--- src/rtl/dmem_pkg.sv ---
// Shared definitions for the data-memory responder: access encodings, FSM states,
// and the lane extract/merge helpers also used by the core's load/store logic.
package dmem_pkg;

  // Store size encodings.
  localparam logic [1:0] SB = 2'b00;
  localparam logic [1:0] SH = 2'b01;
  localparam logic [1:0] SW = 2'b10;

  // Load type encodings (funct3).
  localparam logic [2:0] LB  = 3'b000;
  localparam logic [2:0] LH  = 3'b001;
  localparam logic [2:0] LW  = 3'b010;
  localparam logic [2:0] LBU = 3'b100;
  localparam logic [2:0] LHU = 3'b101;

  typedef enum logic [2:0] {
    StIdle,
    StRd,
    StWr,
    StResp,
    StErrResp
  } state_e;

  // Pull the addressed byte/half out of a word and extend it per the load type.
  function automatic logic [31:0] lane_extract(input logic [31:0] word,
                                               input logic [1:0]  lane,
                                               input logic [2:0]  load);
    logic [7:0]  b;
    logic [15:0] h;
    logic [31:0] res;
    case (lane)
      2'd0:    b = word[7:0];
      2'd1:    b = word[15:8];
      2'd2:    b = word[23:16];
      default: b = word[31:24];
    endcase
    h = lane[1] ? word[31:16] : word[15:0];
    case (load)
      LB:      res = {{24{b[7]}}, b};
      LH:      res = {{16{h[15]}}, h};
      LBU:     res = {24'h0, b};
      LHU:     res = {16'h0, h};
      default: res = word;
    endcase
    return res;
  endfunction

  // Overlay store data onto an existing word; untouched lanes keep the old bytes.
  function automatic logic [31:0] lane_merge(input logic [31:0] word,
                                             input logic [31:0] wdata,
                                             input logic [1:0]  lane,
                                             input logic [1:0]  store);
    logic [31:0] res;
    res = word;
    case (store)
      SB: begin
        case (lane)
          2'd0:    res[7:0]   = wdata[7:0];
          2'd1:    res[15:8]  = wdata[7:0];
          2'd2:    res[23:16] = wdata[7:0];
          default: res[31:24] = wdata[7:0];
        endcase
      end
      SH: begin
        if (lane[1]) res[31:16] = wdata[15:0];
        else         res[15:0]  = wdata[15:0];
      end
      default: res = wdata;
    endcase
    return res;
  endfunction

endpackage

--- src/rtl/dmem_ram.sv ---
// Single-port word RAM with synchronous read. The read register only updates on
// a read strobe, so its value holds for as long as the responder needs it.
module dmem_ram #(
  parameter int unsigned DEPTH_WORDS = 64,
  parameter int unsigned AW          = 6
) (
  input  logic          clk,
  input  logic          re,
  input  logic          we,
  input  logic [AW-1:0] addr,
  input  logic [31:0]   wdata,
  output logic [31:0]   rdata
);

  logic [31:0] mem [DEPTH_WORDS];

  // Write port and registered read port.
  always_ff @(posedge clk) begin
    if (we) mem[addr] <= wdata;
    if (re) rdata <= mem[addr];
  end

endmodule

--- src/rtl/dmem_responder.sv ---
// Memory-side responder for core loads/stores: one request at a time, word RAM,
// read-modify-write for sub-word stores, extended load data, error reporting.
module dmem_responder
  import dmem_pkg::*;
#(
  parameter int unsigned DEPTH_WORDS = 64,
  parameter int unsigned AW          = 6
) (
  input  logic        clk,
  input  logic        reset,
  input  logic        req_valid,
  output logic        req_ready,
  input  logic        req_we,
  input  logic [31:0] req_addr,
  input  logic [31:0] req_wdata,
  input  logic [1:0]  req_store,
  input  logic [2:0]  req_load,
  output logic        resp_valid,
  input  logic        resp_ready,
  output logic [31:0] resp_rdata,
  output logic        resp_err
);

  state_e        state_q;
  logic          we_q;
  logic [AW+1:0] addr_q;
  logic [31:0]   wdata_q;
  logic [1:0]    store_q;
  logic [2:0]    load_q;
  logic          resp_valid_q;
  logic          resp_err_q;

  logic          is_half;
  logic          is_word;
  logic          bad_enc;
  logic          misaligned;
  logic          out_of_range;
  logic          illegal;

  logic          ram_re;
  logic          ram_we;
  logic [31:0]   ram_rdata;
  logic [31:0]   ram_wdata;

  // Classify the incoming request by access size and encoding legality.
  always_comb begin
    is_half = 1'b0;
    is_word = 1'b0;
    bad_enc = 1'b0;
    if (req_we) begin
      is_half = (req_store == SH);
      is_word = (req_store == SW);
      bad_enc = (req_store == 2'b11);
    end else begin
      is_half = (req_load == LH) || (req_load == LHU);
      is_word = (req_load == LW);
      bad_enc = !((req_load == LB) || (req_load == LH) || (req_load == LW) ||
                  (req_load == LBU) || (req_load == LHU));
    end
  end

  assign out_of_range = |req_addr[31:AW+2];
  assign misaligned   = (is_half & req_addr[0]) | (is_word & (req_addr[1:0] != 2'b00));
  assign illegal      = out_of_range | misaligned | bad_enc;

  // Control FSM: latches the request on accept and sequences RD/WR/response.
  always_ff @(posedge clk) begin
    if (reset) begin
      state_q      <= StIdle;
      resp_valid_q <= 1'b0;
      resp_err_q   <= 1'b0;
      we_q         <= 1'b0;
      addr_q       <= '0;
      wdata_q      <= '0;
      store_q      <= SW;
      load_q       <= LW;
    end else begin
      unique case (state_q)
        StIdle: begin
          if (req_valid) begin
            we_q    <= req_we;
            addr_q  <= req_addr[AW+1:0];
            wdata_q <= req_wdata;
            store_q <= req_store;
            load_q  <= req_load;
            if (illegal) begin
              state_q      <= StErrResp;
              resp_valid_q <= 1'b1;
              resp_err_q   <= 1'b1;
            end else if (req_we && (req_store == SW)) begin
              state_q <= StWr;
            end else begin
              state_q <= StRd;
            end
          end
        end
        StRd: begin
          if (we_q) begin
            state_q <= StWr;
          end else begin
            state_q      <= StResp;
            resp_valid_q <= 1'b1;
          end
        end
        StWr: begin
          state_q      <= StResp;
          resp_valid_q <= 1'b1;
        end
        StResp, StErrResp: begin
          if (resp_ready) begin
            state_q      <= StIdle;
            resp_valid_q <= 1'b0;
            resp_err_q   <= 1'b0;
          end
        end
        default: state_q <= StIdle;
      endcase
    end
  end

  // A reset landing on the WR edge must not commit the write.
  assign ram_re    = (state_q == StRd);
  assign ram_we    = (state_q == StWr) && !reset;
  assign ram_wdata = lane_merge(ram_rdata, wdata_q, addr_q[1:0], store_q);

  dmem_ram #(
    .DEPTH_WORDS(DEPTH_WORDS),
    .AW         (AW)
  ) u_ram (
    .clk  (clk),
    .re   (ram_re),
    .we   (ram_we),
    .addr (addr_q[AW+1:2]),
    .wdata(ram_wdata),
    .rdata(ram_rdata)
  );

  // RAM read register holds through RESP, so the extracted data stays stable.
  assign req_ready  = (state_q == StIdle);
  assign resp_valid = resp_valid_q;
  assign resp_err   = resp_err_q;
  assign resp_rdata = (state_q == StResp && !we_q) ?
                      lane_extract(ram_rdata, addr_q[1:0], load_q) : 32'h0;

endmodule

--- config.mk ---
export PLATFORM = sky130hd
export DESIGN_NAME = dmem_responder
export DESIGN_NICKNAME = d
export VERILOG_FILES = /design/src/rtl/dmem_pkg.sv /design/src/rtl/dmem_ram.sv /design/src/rtl/dmem_responder.sv
export SDC_FILE = /design/constraint.sdc
export NUM_CORES = 2
export LEC_CHECK = 0
export ABC_AREA = 1
export ABC_CLOCK_PERIOD_IN_PS = 13200
export BUFFER_PORTS_ARGS = -buffer_cell sky130_fd_sc_hd__buf_4
export CAP_MARGIN = 25
export CORE_MARGIN = 2
export CORE_UTILIZATION = 60
export DETAILED_ROUTE_END_ITERATION = 6
export GPL_ROUTABILITY_DRIVEN = 0
export PLACE_DENSITY = 0.73
export SYNTH_ARGS = -nofsm -noshare
export SYNTH_HDL_FRONTEND = slang
export SYNTH_HIERARCHICAL = 1
export SYNTH_SLANG_ARGS = --single-unit
--- constraint.sdc ---
create_clock -name clk -period 13.2 [get_ports clk]
set_input_delay 1.98 -clock clk [delete_from_list [all_inputs] [get_ports clk]]
set_output_delay 1.98 -clock clk [all_outputs]
set_load 0.03 [all_outputs]
Word-level counts from Yosys, hierarchy flattened
Memories as Yosys holds them, arrays and structs flattened. A register that Yosys moved wholly into a read port is not among the register bits. Cells that the tools add are included. W data, S select, Z words.

Register bits: 51. Bits in writable memories: 2048. Bits of input ports: 74. Output and inout bits: 35. Logic and storage cells: 89. Memories: 1.

Equal/unequal tests: 21. Multiplexer cells: 28. Bitwise gates (word level): 5. Reductions and logical operators: 26.

Memory list: u_ram.mem (words 64, bits a word 32, rd ports 1, clocked after Yosys merged registers in 1, wr ports 1, RTL line dmem_ram.sv:15) `logic [31:0] mem [DEPTH_WORDS];`.

Operators with widths (count): $pmux W32 S4 (1); $pmux W32 S2 (1); $mux W16 (3); $mux W32 (1); $mux W8 (4); $pmux W8 S3 (1); $reduce_or A24 Y1 (1); $eq A3 B3 Y1 const B (5); $pmux W3 S4 (1); $mux W1 (10); $eq A3 B1 Y1 const B (3); $eq A3 B2 Y1 const B (3); $logic_not A3 Y1 (3); $mux W3 (3); $eq A2 B1 Y1 const B (3); $eq A2 B2 Y1 const B (3); $ne A2 B2 Y1 const B (3); $logic_or A1 B1 Y1 (5); $reduce_and A5 Y1 (1); $logic_not A2 Y1 (2); $pmux W1 S4 (1); $reduce_and A2 Y1 (2); $reduce_and A4 Y1 (1); $reduce_bool A2 Y1 (2); 10 further kinds (17).

Longest topological paths before layout
Depth in word-level cells: 11. Depth in mapped cells: 15. Depth with buffers taken out: 11.

By module
The synthesis kept the hierarchy.

By module, submodules not included: dmem_ram (instances 1, cells an instance 8440, area an instance 86823.3 µm², seq. area each 62459.9 µm²); dmem_responder (instances 1, cells an instance 591, area an instance 3628.5 µm², seq. area each 1021.0 µm²).

Worst setup path after synthesis
OpenSTA, ideal clock, no wires.

Path type: input port to flip-flop. Start: input reset. End: memory u_ram.mem[41][0], enable pin. Setup time: 0.502 ns. Arrival time: 5.644 ns. Required time: 12.698 ns. Setup slack: 7.055 ns. Cell stages on the path: 4. Buffers on the path: 1. Path through: nor4_1 clkbuf_1 inv_1 nor4_1.

Word-level cells in the longest chain between the ends: 4.

Ends and longest elaborated chain: from (decl) (RTL line dmem_responder.sv:10) `input logic reset,`; $logic_not A1 Y1 (RTL line dmem_responder.sv:123) `assign ram_we = (state_q == StWr) && !reset;`; $logic_and A1 B1 Y1 (RTL line dmem_responder.sv:123); $mux W1 (RTL line dmem_ram.sv:19) `if (we) mem[addr] <= wdata;`; $mux W1 (not written as such) (RTL line dmem_ram.sv:19); to (decl) (RTL line dmem_ram.sv:15).

No other way between the ends.

Worst setup path after layout
Start: register addr_q[1]. End: output resp_rdata[0].

Word-level cells in the longest chain between the ends: 4. Elaborated cells on any way between the ends: 7. Those cells by class: eq/ne: 2; mux: 4; reduce/logical: 1.

Ends and longest elaborated chain: from (decl) (RTL line dmem_responder.sv:26) `logic [AW+1:0] addr_q;`; from (signal assigned) (RTL line dmem_responder.sv:82) `addr_q <= req_addr[AW+1:0];`; $eq A2 B2 Y1, or another cell as far along (RTL line dmem_pkg.sv:32) `case (lane)`; $pmux W8 S3 (RTL line dmem_pkg.sv:32); $pmux W32 S4 (*) (RTL line dmem_pkg.sv:39) `case (load)`; $mux W32 (*) (RTL line dmem_responder.sv:142) `assign resp_rdata = (state_q == StResp && !we_q) ?`; to (decl) (RTL line dmem_responder.sv:20) `output logic [31:0] resp_rdata,`.

Every way passes the cells marked *; elsewhere a longest branch is shown, timed or not.

==> results.sh <==
export IMPL_outcome="completed"
export IMPL_place_ws_ps=8081
export IMPL_postSynthCellCount=9031
export IMPL_dr_max_layer_used="met5"
export IMPL_holdPathEnd="resp_err"
export IMPL_port_buffers=108
export IMPL_grt_pass1_wl_um=390900
export IMPL_final_cell_mix="nand2_1, edfxtp_1, buf_4"
export IMPL_cts_buffers=207
export IMPL_worstMarginPinSlew_ps=1172
export IMPL_cp_slowest_cell="dfxtp_1"
export IMPL_synth_cell_types=38
export IMPL_slowest_delay_ps=770
export IMPL_fillCellCount=10770
export IMPL_row_count=142
export IMPL_clk_latency_ps=840
export IMPL_avgSynthCellArea_um2=10.02
export IMPL_drtIter0Drc=8927
export IMPL_postCtsHoldBufs=0
export IMPL_dp_hpwl_um=155600
export IMPL_wl_met3_um=35470
export IMPL_cp_num_buf_inv=2
export IMPL_min_period_over_period_pct=41.02
export IMPL_synth_top_family_by_area="simple AND/OR/NAND/NOR gates"
export IMPL_syn_nets=9105
export IMPL_drt_met1_wl_um=96710
export IMPL_rrSetupSlack_ps=8200
export IMPL_cp_top_family="compound AO/OA/AOI/OAI gates"
export IMPL_slew_headroom_pct=21.58
export IMPL_area_growth_pct=11.85
export IMPL_num_vias=65040
export IMPL_reg2regPathDepth=14
export IMPL_cp_start_kind="flop"
export IMPL_grt_pass1_vias=60370
export IMPL_drt_first_pass_iters=7
export IMPL_wl_per_cell_um=23.96
export IMPL_ys_ff_latch=2131
export IMPL_layout_drive_gt1_share_pct=7.729
export IMPL_cts_setup_buffers=0
export IMPL_synth_compound_gate_area_share_pct=1.255
export IMPL_cts_sinks=2131
export IMPL_fin_skew_ps=49.94
export IMPL_clock_path_buffers=3
export IMPL_ctsResizeCount=0
export IMPL_ys_seq_area_share_pct=70.18
export IMPL_crit_type="reg2out"
export IMPL_drt_wl_total_um=269600
export IMPL_arrival_ps=3430
export IMPL_path_max_fanout=24
export IMPL_fmax_mhz=184.7
export IMPL_start_util_pct=60.39
export IMPL_grt_ovfl_total=0
export IMPL_htree_levels=4
export IMPL_r2r_end="u_ram/rdata[2]"
export IMPL_fin_tns_setup_ps=0
export IMPL_die_w_um=392.3
export IMPL_hold_depth=2
export IMPL_final_nets=9131
export IMPL_final_common_cell="nand2_1"
export IMPL_synth_edf_count=2080
export IMPL_fp_dieH_um=392.3
export IMPL_ys_warn_count=6
export IMPL_root_buffer="clkbuf_16"
export IMPL_period_minus_slack_ps=5414
export IMPL_slew_viol_final=0
export IMPL_synthXorXnorAreaFrac_pct=0
export IMPL_viasPerCell=5.780
export IMPL_synth_mux_area_share_pct=0
export IMPL_path_clk_slew_ps=60
export IMPL_synth_adder_area_share_pct=0
export IMPL_worst_slack_ps=7786
export IMPL_p_leak_nw=42.06
export IMPL_path_cells="inv_1 > a21oi_1 > o21ai_0 > a31oi_1 > buf_4"
export IMPL_hold_class="reg2reg"
export IMPL_drc=0
export IMPL_setup_violations=0
export IMPL_cts_tree="built"
export IMPL_crit_start="addr_q[1]"
export IMPL_cap_violations=0
export IMPL_synthSimpleGateAreaFrac_pct=25.83
export IMPL_grtUsageTotal_pct=34.93
export IMPL_antenna_left=0
export IMPL_grt_max_degree=203
export IMPL_rsz0062_at_grt="no"
export IMPL_synth_area_mm2=0.09045
export IMPL_async_reset_ff_share_pct=0
export IMPL_hold_viol=0
export IMPL_setup_worst_path_end_class="output pin"
export IMPL_ios=109
export IMPL_multi_input_area_mm2=0.02552
export IMPL_r2r_start="addr_q[2]"
export IMPL_critPathRequiredTime_ps=11220
export IMPL_antenna_found_initial=15
export IMPL_core_region_area_mm2=0.1498
export IMPL_holdCritStartpoint="resp_err"
export IMPL_dieArea_mm2=0.1539
export IMPL_vdd_drop_max_v=0.0002226
export IMPL_powerDensity_mw_per_mm2=209.2
export IMPL_wl_met2_um=119200
export IMPL_synthFlopType="edfxtp_1"
export IMPL_whs_ps=459.7
export IMPL_regArea_mm2=0.06349
[kinds of logic after synthesis]
logic type | count (synthesis)
and+or+nand+nor | 6160
AOI/OAI and AO/OA | 195
DFF | 2131
buffers and inverters | 545
[how the worst max path moves through the flow]
| stage | to | depth (start not counted) |
|---|---|---|
| floorplan | u_ram/mem[41][0] | 4 |
| global placement | u_ram/mem[59][22] | 5 |
| detailed placement | u_ram/mem[35][16] | 5 |
| CTS | resp_rdata[1] | 5 |
| global route | resp_rdata[0] | 5 |
| finish | resp_rdata[0] | 5 |
[sequential cells by signal, indices dropped and copies added (netlist names)]
| name | cells |
|---|---|
| resp_err | 1 |
| store_q | 2 |
| load_q | 3 |
| addr_q | 8 |
| wdata_q | 32 |
| state_q | 3 |
| u_ram/rdata | 32 |
| resp_valid | 1 |
| we_q | 1 |
| u_ram/mem | 2048 |
[cell type report]
class | count | share of cell area (%)
flip-flops and latches | 2131 | 62.76
multi-input cells | 6355 | 25.23
clock buffers | 262 | 5.345
repair buffers | 268 | 2.831
well taps | 2016 | 2.493
clock inverters | 115 | 0.9473
inverters | 94 | 0.3710
diodes | 12 | 0.02968
[synthesized netlist by cell type, types with 12 or more instances]
cell       number  area [um^2]
buf_2         253         1266
inv_2          24        90.09
o21ai_0        92        460.4
nor2_2         14        87.58
nor2_1        247        927.1
buf_1          27        101.4
edfxtp_1     2080        62460
inv_1          68        255.2
clkbuf_1      152        570.6
a21oi_1        56        280.3
o211ai_1       12        90.09
dfxtp_1        51         1021
nand3_1        27        135.1
nand2_1      5829        21880
o2111ai_1      13        113.9
[power by group]
part / switching [mW] / total, mW / internal, mW / leakage, nW
Clock: 2.53 / 5.62 / 3.10 / 3.11
Combinational: 5.41 / 6.72 / 1.31 / 19.5
Sequential: 0.220 / 8.82 / 8.60 / 19.4
Total: 8.16 / 21.2 / 13.0 / 42.1
[routing by layer]
metal / up-vias / track usage, %
met5: - / 0
met4: 14 / 20.94
met3: 758 / 9.722
met2: 4130 / 51.78
met1: 30800 / 46.26
li1: 29340 / -
[worst reg2reg max path, delay by kind of cell, from the launching register on]
kind | cells | cell delay [ps]
and+or+nand+nor | 10 | 1030
DFF | 1 | 550
buffers and inverters | 4 | 3260
[through the flow]
| stage | utilization (%) | area (um^2) | total power, mW | instances |
|---|---|---|---|---|
| 2_1_floorplan | - | 90450 | 12.59 | 9031 |
| 3_3_place_gp | 62.50 | 93610 | 15.30 | 10810 |
| 3_5_place_dp | 62.99 | 94340 | 15.42 | 10840 |
| 6_report | 67.55 | 101200 | 21.17 | 11250 |
| 4_1_cts | 67.24 | 100700 | 20.97 | 11220 |
| 5_1_grt | 67.53 | 101100 | 21.88 | 11240 |
No activity file was read; power rests on OpenSTA's default activity.
